## config.mk

```make
export PLATFORM = sky130hd
export DESIGN_NAME = inv_mixcolumn_seq
export DESIGN_NICKNAME = d
export VERILOG_FILES = /design/src/rtl/inv_mixcolumn_seq.sv
export SDC_FILE = /design/constraint.sdc
export NUM_CORES = 1
export LEC_CHECK = 0
export CAP_MARGIN = 20
export CORE_MARGIN = 2
export CORE_UTILIZATION = 45
export DETAILED_ROUTE_END_ITERATION = 8
export GPL_ROUTABILITY_DRIVEN = 0
export GPL_TIMING_DRIVEN = 0
export HOLD_SLACK_MARGIN = 0.1
export PLACE_DENSITY = 0.73
export SYNTH_ARGS = -nofsm -noshare
export SYNTH_HDL_FRONTEND = slang
export SYNTH_SLANG_ARGS = --single-unit
export TNS_END_PERCENT = 5
```

## constraint.sdc

```tcl
create_clock -name clk -period 2.8 [get_ports clk]
set_input_delay 0.84 -clock clk [delete_from_list [all_inputs] [get_ports clk]]
set_output_delay 0.84 -clock clk [all_outputs]
set_load 0.02 [all_outputs]
```

## src/rtl/inv_mixcolumn_seq.sv

```systemverilog
// inv_mixcolumn_seq: sequential InvMixColumns over a selectable GF(2^8) field, one column per cycle.
// Define INV_MC_DUAL_COLUMN_EN to process two columns per cycle (halves the CALC phase).
module inv_mixcolumn_seq #(
    parameter logic [8:0] STD_POLY  = 9'h11B,
    parameter logic [8:0] CUST_POLY = 9'h1A9
) (
    input  logic         clk,
    input  logic         rst_n,
    input  logic         indx,
    input  logic         in_valid,
    output logic         in_ready,
    input  logic [127:0] in_data,
    output logic         out_valid,
    input  logic         out_ready,
    output logic [127:0] out_data,
    output logic [1:0]   fsm_state
);
    // Handshake: a transfer occurs on a rising clk edge where valid and ready are both 1;
    // valid never waits on ready, and payload is held stable while valid=1 and ready=0.
    localparam logic [1:0] IDLE = 2'd0;
    localparam logic [1:0] CALC = 2'd1;
    localparam logic [1:0] DONE = 2'd2;

`ifdef INV_MC_DUAL_COLUMN_EN
    localparam int COLS_PER_CYCLE = 2;
    localparam int CNT_W          = 1;
`else
    localparam int COLS_PER_CYCLE = 1;
    localparam int CNT_W          = 2;
`endif
    localparam logic [CNT_W-1:0] CNT_LAST = '1;

    logic [1:0]       state;
    logic [CNT_W-1:0] col_cnt;
    logic [127:0]     data_q;
    logic [127:0]     data_next;
    logic             indx_q;
    logic [8:0]       poly;

    function automatic logic [7:0] xtime(input logic [7:0] b, input logic [8:0] p);
        logic [8:0] s;
        s = {b, 1'b0};
        if (s[8]) s = s ^ p;
        return s[7:0];
    endfunction

    function automatic logic [31:0] inv_col(input logic [31:0] col, input logic [8:0] p);
        logic [7:0] a  [4];
        logic [7:0] m9 [4];
        logic [7:0] mb [4];
        logic [7:0] md [4];
        logic [7:0] me [4];
        logic [7:0] x2, x4, x8;
        logic [31:0] res;
        for (int i = 0; i < 4; i++) begin
            a[i]  = col[31-8*i -: 8];
            x2    = xtime(a[i], p);
            x4    = xtime(x2, p);
            x8    = xtime(x4, p);
            m9[i] = x8 ^ a[i];
            mb[i] = x8 ^ x2 ^ a[i];
            md[i] = x8 ^ x4 ^ a[i];
            me[i] = x8 ^ x4 ^ x2;
        end
        // Row i of the circulant matrix {0E,0B,0D,09} rotated right by i.
        res = '0;
        for (int i = 0; i < 4; i++) begin
            res[31-8*i -: 8] = me[i] ^ mb[(i+1)%4] ^ md[(i+2)%4] ^ m9[(i+3)%4];
        end
        return res;
    endfunction

    assign poly = indx_q ? STD_POLY : CUST_POLY;

    always_comb begin
        data_next = out_data;
        for (int c = 0; c < 4; c++) begin
            if (state == CALC && col_cnt == CNT_W'(c / COLS_PER_CYCLE)) begin
                data_next[127-32*c -: 32] = inv_col(data_q[127-32*c -: 32], poly);
            end
        end
    end

    always_ff @(posedge clk or negedge rst_n) begin
        if (!rst_n) begin
            state    <= IDLE;
            col_cnt  <= '0;
            out_data <= '0;
            data_q   <= '0;
            indx_q   <= 1'b1;
        end else begin
            case (state)
                IDLE: begin
                    if (in_valid) begin
                        data_q <= in_data;
                        indx_q <= indx;
                        state  <= CALC;
                    end
                end
                CALC: begin
                    out_data <= data_next;
                    col_cnt  <= col_cnt + CNT_W'(1);
                    if (col_cnt == CNT_LAST) state <= DONE;
                end
                DONE: begin
                    if (out_ready) state <= IDLE;
                end
                default: state <= IDLE;
            endcase
        end
    end

    // Gated by rst_n so nothing is accepted while reset is still held.
    assign in_ready  = rst_n & (state == IDLE);
    assign out_valid = (state == DONE);
    assign fsm_state = state;

endmodule

```

======== Word-level counts from Yosys, hierarchy flattened ========
Index checks and enable logic that the tools add are counted.
cells by class
  add/sub/neg operators ................... 1
  equality and inequality tests ........... 8
  mux-type cells .......................... 101
  bitwise operators ....................... 193
  reduce and logical (&&, ||, !) cells .... 12
operators with widths
  cell                                            number
  XOR 8 bit                                       192
  2-to-1 mux 8 bit                                97
  AND reduction 2 bit                             5
  == test 2 bit (second input constant)           3
  2-to-1 mux 2 bit                                3
  one-hot mux 2 bit (3 select lines)              1
  == test 2 x 1 -> 1 bit (second input constant)  2
  logical AND 1 bit                               4
  zero test 2 bit                                 2
  != test 2 x 1 -> 1 bit (second input constant)  2
  AND reduction 3 bit                             1
  adder 2 x 1 -> 2 bit (second input constant)    1
  != test 2 bit (second input constant)           1
  AND 1 bit                                       1
word-level totals
  register bits after elaboration ......... 261
  input port bits ......................... 133
  output and inout port bits .............. 132

======== Logic depth before layout (Yosys ltp) ========
Gate-level depths: netlist (run 1).
  depth in word-level cells ............... 15
  mapped depth ............................ 11
  depth with buffers taken out ............ 7

======== Worst setup path after synthesis (run 1) ========
Ideal clock, no wire load.
  path type ............................... register to register
  from .................................... register indx_q
  to ...................................... register out_data[59]
  library setup time ...................... 130 ps
  arrival time ............................ 2244 ps
  required time ........................... 2670 ps
  slack ................................... 426 ps
  stages on the path, launching flop included .. 9
  buffers on the path ..................... 1
  period minus slack after synthesis ...... 2374 ps
  path through ............................ dfstp_2 > buf_4 > and2b_4 > xnor3_1 > xnor3_1 > xnor2_1 > xnor2_1 > xnor2_1 > o21ai_1
on the way
  longest elaborated chain between the ends .. 15
RTL lines
  element                                    RTL line  source
  start, declared                            37        logic indx_q;
  start signal, assigned                     96        indx_q <= indx;
  2-to-1 mux 8 bit (*)                       73        assign poly = indx_q ? STD_POLY : CUST_POLY;
  XOR 8 bit                                  43        if (s[8]) s = s ^ p;
  2-to-1 mux 8 bit                           43
  2-to-1 mux 8 bit                           78        if (state == CALC && col_cnt == CNT_W'(c / COLS_PER_CYCLE)) begin
  XOR 8 bit                                  43
  2-to-1 mux 8 bit                           43
  2-to-1 mux 8 bit                           78
  XOR 8 bit                                  43
  2-to-1 mux 8 bit                           43
  2-to-1 mux 8 bit                           78
  XOR 8 bit (on tied branches) (2 in a row)  63, 61
  XOR 8 bit (2 in a row)                     68        res[31-8*i -: 8] = me[i] ^ mb[(i+1)%4] ^ md[(i+2)%4] ^ m9[(i+3)%4];
  XOR 8 bit (*)                              68
  end signal, assigned                       101       out_data <= data_next;
  end, declared                              15        output logic [127:0] out_data,
Every way passes the cells marked *; elsewhere a longest branch is shown, timed or not. The select of a mux whose other input is x is not followed.
A chain may end at the register's enable or synchronous reset.

======== Worst setup path after layout (run 1) ========
  from .................................... register indx_q
  to ...................................... register out_data[127]
The elaborated chain is that of the path after synthesis.

==> out/summary.md, run 1 <==
TritonCTS built the clock tree. The data arrival time of the critical path was 3130 ps; the maximum clock path buffer count was 3. The number of antenna violations at the first check in global routing came out at 2. The flow ran to the end, and the final reports show no timing, DRC or antenna violations. The worst register-to-register path has a depth of 11. The setup path with the least slack is of type register to register. Across all setup checks in the final design, the least slack found is 99.7 ps. The logs give 2,074 for the gate count after technology mapping and 2,512 for the net total in the final layout.

Sequential cells were found to cover 31.6% of the synthesized design area. Area share of the leading cell type in the synthesized netlist: 33.1%. The region available for standard cell placement spans 0.0454 mm².

After synthesis, the share of flip-flops with an asynchronous set or reset is 100%. The violation count after the first detailed-route iteration was 1,123; the clock slew seen by the registers of the worst setup and hold paths was 70 ps. The finished cells cover 0.0255 mm². Among all flip-flop cells after synthesis, the most frequent one is dfrtp_1. The clock root buffer was clkbuf_16.

Yosys printed 0 warnings. Once detail routing completed, the nets flagged for antenna violations numbered 0. Floorplan die area: 0.0476 mm². Cells with a size suffix above 1 make up 14.3% of the layout. The clock drives 261 sinks.

In the final routed layout, each cell accounts on average for 20.6 µm. Setup repair after global routing left no endpoint under its margin. The synthesized design contains 0 enable-type register cells.

The tools report the number of failing hold endpoints at the final stage as 0. Placed cell area: 0.0241 mm². Averaged over all synthesized cells, the footprint is 9.96 µm². The fraction of the cycle the final worst path needs came out at 96.4%. Port buffering added 264 buffers. After filler insertion, the fill cell instance count of the layout stands at 3,974. For the number of nets produced by synthesis, the log shows 2,211.

The number of buffers created by CTS is 29. The kind of launch point of the worst setup path was a register. The commonest cells after synthesis are xnor2_1 (780), dfrtp_1 (260), xor2_1 (201), nand2_1 (177), mux2_2 (143). Measured against its own limit, the worst slew margin works out to 45.6%. The logs give 0 for the final-report max-slew violation count and 25.6% for the global-route usage over all layers. The worst register-to-register path has a setup slack of 100 ps. Summed over all layers, the global routing overflow is 0. The register area is 0.00653 mm². The routed design could run at a clock period as short as 2700 ps. The maximum fanout count along the critical path is 10. Among all cell types in the netlist, the one instantiated most often is xnor2_1.

For this run, design rule violations remaining after detail routing come to 0. The maximum number of pins on one net before global-route repair came out at 124. The run gives 11.9 ps as the final worst clock skew.

Routing layer with the top usage in global route: met2. The cell taking the most area after synthesis was xnor2_1. For the number of H-tree branching levels, the log shows 1. The horizontal die dimension came out at 218 µm. The run gives 15,600 as the number of global-route vias before repair. Global routing consumed, on the met2 layer, 44.0% of the routing resources.

The critical path launch point was indx_q$_DFFE_PN1P_. In this run the count of I/O pins placed on the die edge is 265. Before antenna repair, the detailed router went through 5 iterations. The final number of setup-violating endpoints was 0; the slew at the pin with the worst max-slew slack was 810 ps. The floorplan has 78 rows. The count of state elements after synthesis came out at 261. The worst setup path is captured at a register. The first-pass GRT wire length was 92,500 µm; the area growth from synthesis to layout was 23.6%.

The routed layout has 15,300 vias. The tools report the max-cap check violation count as 0. End of the worst register-to-register path: out_data[127]$_DFFE_PN0P_. The logs give 45.5% for the initial cell density of the core and 61,900 µm for the total wire length after detailed routing. For met1 alone, demand over resource in global routing was 32.3%. At the later pin of the worst-skew pair, clock insertion delay measures 570 ps.

STA puts the critical path data required time at 3230 ps. The synthesized netlist occupies a cell area of 0.0207 mm². For met3 alone, demand over resource in global routing was 4.55%.

In the final layout, the multi-input gates occupy 0.0135 mm². Synthesis instantiated 35 different standard cells from the library. Before CTS, the worst setup slack after placement is -1190 ps. Final hold analysis gives a worst-case slack of 241 ps. Dividing the detail-routed via count by the number of cells gives 5.09. The worst register-to-register path begins at indx_q$_DFFE_PN1P_. For this run, the top clock speed supported by timing is 370 MHz. The die is 218 µm tall. The tools report the HPWL reported at the end of detailed placement as 47,600 µm. Ranked by total cell area, the synthesized netlist is headed by xnor2_1 (33%), dfrtp_1 (32%), xor2_1 (8.5%). The worst hold path belongs to the class input pin to asynchronous set/reset pin.
==> area by class of cell <==
class                   count  area share [%]
inverters                   6          0.0882
clock inverters            16           0.671
repair buffers            270            11.0
clock buffers              37            3.16
plain buffers             177            3.64
diodes                      2          0.0196
multi-input cells        1630            52.9
well taps                 600            2.94
flip-flops and latches    261            25.6
==> how the worst max path moves through the flow <==
stage                                 to  slack, ps
3_3_place_gp    out_data[67]$_DFFE_PN0P_     -10110
2_1_floorplan   out_data[59]$_DFFE_PN0P_        430
3_5_place_dp      data_q[33]$_DFFE_PN0P_      -1190
6_report       out_data[127]$_DFFE_PN0P_        100
5_1_grt         out_data[42]$_DFFE_PN0P_          2
4_1_cts         out_data[36]$_DFFE_PN0P_        -20
==> timing repair <==
item / in CTS / in global routing
endpoints found under the setup margin: 203 / 52
hold endpoints to repair: 27 / 0
hold buffers: 2 / 0
gates cloned: 2 / 0
pin swaps: 2 / 3
gates resized for setup: 44 / 30
setup buffers: 0 / 0
==> sequential cells by signal, summed over array words and instances, names as in the netlist <==
register / count
col_cnt: 2
data_q: 128
fsm_state: 2
indx_q: 1
out_data: 128
==> worst max-delay path, stage by stage (launching register included) <==
cell     delay (ps)
dfstp_2         520
buf_6           190
buf_12          190
buf_6           210
buf_8           210
buf_6           210
buf_4           240
nand2_1          60
o21ai_1         150
xor2_1          280
xnor2_1         160
o21ai_0         100
==> layout by cell type (no fill, tap or decap), drive strengths merged <==
cell,synthesis,layout
xnor2,804,804
clkdlybuf4s50,0,261
dfrtp,260,260
xor2,205,205
nand2,177,177
mux2,143,143
o21ai,134,134
clkbuf,92,129
buf,85,89
nor2,52,52
a21oi,39,39
nor2b,21,21
mux2i,21,21
xnor3,15,15
clkinv,0,8
inv,6,6
clkinvlp,0,5
ha,4,4
nand2b,3,3
bufinv,0,3
a21boi,3,3
diode,0,2
xor3,2,2
bufbuf,0,2
nor3b,2,2
o21a,1,1
or2,1,1
and2b,1,1
a21o,1,1
and2,1,1
dlygate4sd3,0,1
dfstp,1,1
dlygate4sd2,0,1
dlymetal6s2s,0,1
==> per-layer routing <==
layer,vias to the layer above,wire (µm),share of wire [%]
met4,0,2170,3.5
met3,159,4290,6.9
met5,-,0,0
met1,7451,25300,41
li1,7105,-,-
met2,535,30100,49
==> kinds of logic after synthesis <==
kind of cell / after synthesis / synth area share (%)
adders and majority gates: 4 / 0.242
buffers and inverters: 183 / 4.03
xor gates and xnor gates: 1026 / 45.8
and+or+nand+nor: 258 / 5.07
AOI/OAI and AO/OA: 178 / 4.37
muxes: 164 / 8.81
DFF: 261 / 31.6
==> metrics by stage <==
step / setup TNS, ps / utilization (%) / instances
floorplan: 0 / - / 2074
global placement: -2774900 / 53.0 / 2938
detailed placement: -147900 / 53.1 / 2940
CTS: -22.4 / 55.8 / 2997
global route: 0 / 56.3 / 2997
finish: 0 / 56.3 / 2999
Power of run 1 is not shown: default switching activity piles up to over one toggle a cycle in this logic, so the estimate is an artifact.
==> run 2: changes to the inputs <==
- SLEW_MARGIN: unset -> 20
==> run 2 against run 1 <==
  * Sequential cell count did not move
  * Critical endpoint unchanged
  * Utilization fell by 0.47 points
  * Clock-buffer cell count rose by 5
==> out/summary.md, run 2 (same netlist as run 1, synthesis figures left out) <==
The row count was 78. The top cell types in the final layout, fill and taps aside, are xnor2_1 (764), clkdlybuf4s50_1 (261), dfrtp_1 (260). Worst reg2reg path startpoint: indx_q$_DFFE_PN1P_. Fraction of the cycle the final worst path needs: 98.1%. The critical path class was register to register. The tools report the placeable core region as 0.0454 mm². The number of global-route vias before repair is 15,500, and the worst reg2reg path depth is 11. The run gives 92,400 µm as the first-pass GRT wire length. For the pin with the worst max-slew slack, the measured transition is 800 ps. Across all hold checks on the routed design, the worst slack comes to 122 ps. The number of failing hold endpoints at the final stage is 0, and the final-report max-slew violation count is 0. For the number of H-tree branching levels, the log shows 1. Leaving out fill and tap cells, the most frequent cell in the layout is xnor2_1. Counting along the longest clock path gives a buffer depth of 3. The total via count in the routed design was 15,200.

The worst setup path is captured at a register. The worst register-to-register path has a setup slack of 50 ps. In the post-route analysis, the smallest setup slack over all paths is 53.5 ps. In the routed design, unresolved DRC markers number 0.

The max-cap check violation count is 0, and the violation count after the first detailed-route iteration is 1,065. The worst setup path is launched from a register. The area growth from synthesis to layout works out to 22.6%.

The number of setup buffers added after CTS is 0. The final layout contains routed wiring with a total length of 61,300 µm. The fmax came out at 364 MHz.

The floorplan step set the die height to 218 µm. The run finished with clean final reports. In this run the count of I/O pins placed on the die edge is 265. The clock net in this run drives a total of 261 sinks.

The initial cell density of the core is 45.5%, and the final worst clock skew is 10.7 ps. The count of antenna-violating nets left after detailed routing is 0, and the average routed wire per standard cell is 20.5 µm. Measured on the finished design, the core utilization comes to 55.8%.

For the worst setup path, the data required time is 3230 ps. Setup violations remaining at the end of the flow were counted as 0. For the worst-skew pair, the clock arrives at the later sink with an insertion delay of 570 ps. In the final layout, the registers with the most flip-flops are data_q (128), out_data (128). The post-route netlist has 13.4% of its cells at a drive strength greater than 1.

The floorplan die area came out at 0.0476 mm². Global routing finished with a remaining overflow of 0. Entering global routing, the biggest net connects 99 pins.

The die is 218 µm wide. The logs give 47,400 µm for the HPWL reported at the end of detailed placement and 0 ps for the final sum of negative setup slack. After layout, the minimum clock period comes to 2750 ps.

In the global route stage, overall resource usage came out at 25.5%. The per-cell via count in the routed design was 5.08. The count of filler cells inserted in the layout came out at 4,037. The pre-antenna-repair detailed-routing pass consisted of 5 iterations. The worst slack at placement was -1100 ps. The min-delay analysis places its worst path in the category input pin to asynchronous set/reset pin. Headroom to the max-slew limit came out at 46.6%.

Data arrives at the worst endpoint at 3180 ps. The clock slew seen by the registers of the worst setup and hold paths is 60 ps. Along the worst path, the maximum fanout reaches 10.

Clock tree synthesis selected as its root buffer the cell clkbuf_16. The worst register-to-register path ends at out_data[127]$_DFFE_PN0P_. TritonCTS built the clock tree. The number of antenna violations at the first check in global routing was 1. The number of buffers inserted for hold repair after clock tree synthesis is 0, and the number of buffers created by CTS is 28. The count of buffers added on input and output ports is 264. For this run, the post-layout net count is 2,509.
==> run 2: cell count changes in the layout (fill, tap and decap cells not counted), moves of 3 or more <==
cell / delta
buf_4: +3
clkbuf_1: +7
clkinvlp_4: -5
xnor2_1: +7
xnor2_2: -7
==> run 2: cell type report <==
cell class,count,area (µm²),area share (%)
inverters,6,22.5,0.0889
well taps,600,751,2.96
clock inverters,7,85.1,0.336
multi-input cells,1630,13400,53.1
clock buffers,42,805,3.18
plain buffers,177,908,3.59
flip-flops and latches,261,6530,25.8
repair buffers,268,2780,11.0
diodes,1,2.50,0.00988
==> run 2: routing by layer <==
layer  global-route usage, %  vias up  share of wire [%]
li1                        -     7093                  -
met3                    3.08      136                5.9
met4                    9.71        0                3.8
met5                       0        -                  0
met1                    32.5     7398                 41
met2                    44.0      575                 49
==> run 2: worst max path at each step <==
stage          cells past startpoint                         to  slack, ps                from
6_report                          11  out_data[127]$_DFFE_PN0P_         50  indx_q$_DFFE_PN1P_
5_1_grt                           10   out_data[61]$_DFFE_PN0P_        -40  indx_q$_DFFE_PN1P_
4_1_cts                            9  out_data[123]$_DFFE_PN0P_          5  indx_q$_DFFE_PN1P_
3_5_place_dp                       5     data_q[33]$_DFFE_PN0P_      -1100            in_valid
3_3_place_gp                       1   out_data[67]$_DFFE_PN0P_     -10110               rst_n
2_1_floorplan                      8   out_data[59]$_DFFE_PN0P_        430  indx_q$_DFFE_PN1P_
==> run 2: repair_timing <==
item | in CTS | in global routing
endpoints found under the setup margin | 204 | 27
pin swaps | 1 | 2
gates cloned | 2 | 0
gates resized for setup | 41 | 21
==> run 2: worst max-delay path, cell delays in order, from the launching register on <==
cell,delay [ps]
dfstp_2,520
buf_6,190
buf_8,230
buf_6,210
buf_6,240
buf_6,220
buf_6,200
nand2_1,60
o21ai_1,160
xor2_1,280
xnor2_1,160
o21ai_0,100
==> run 2: per-stage QoR <==
step                cells  instance area (µm²)
floorplan            2074                20700
global placement     2938                24000
detailed placement   2940                24100
CTS                  2991                25200
global route         2991                25300
finish               2992                25300
Power of run 2 is left out for the same reason.
==> run 3: changes to the inputs <==
- SLEW_MARGIN: 20 -> unset
==> results of run 3 <==
No change in the layout: final DEF, timing and power equal those of run 1.
Power of run 3 is left out for the same reason.
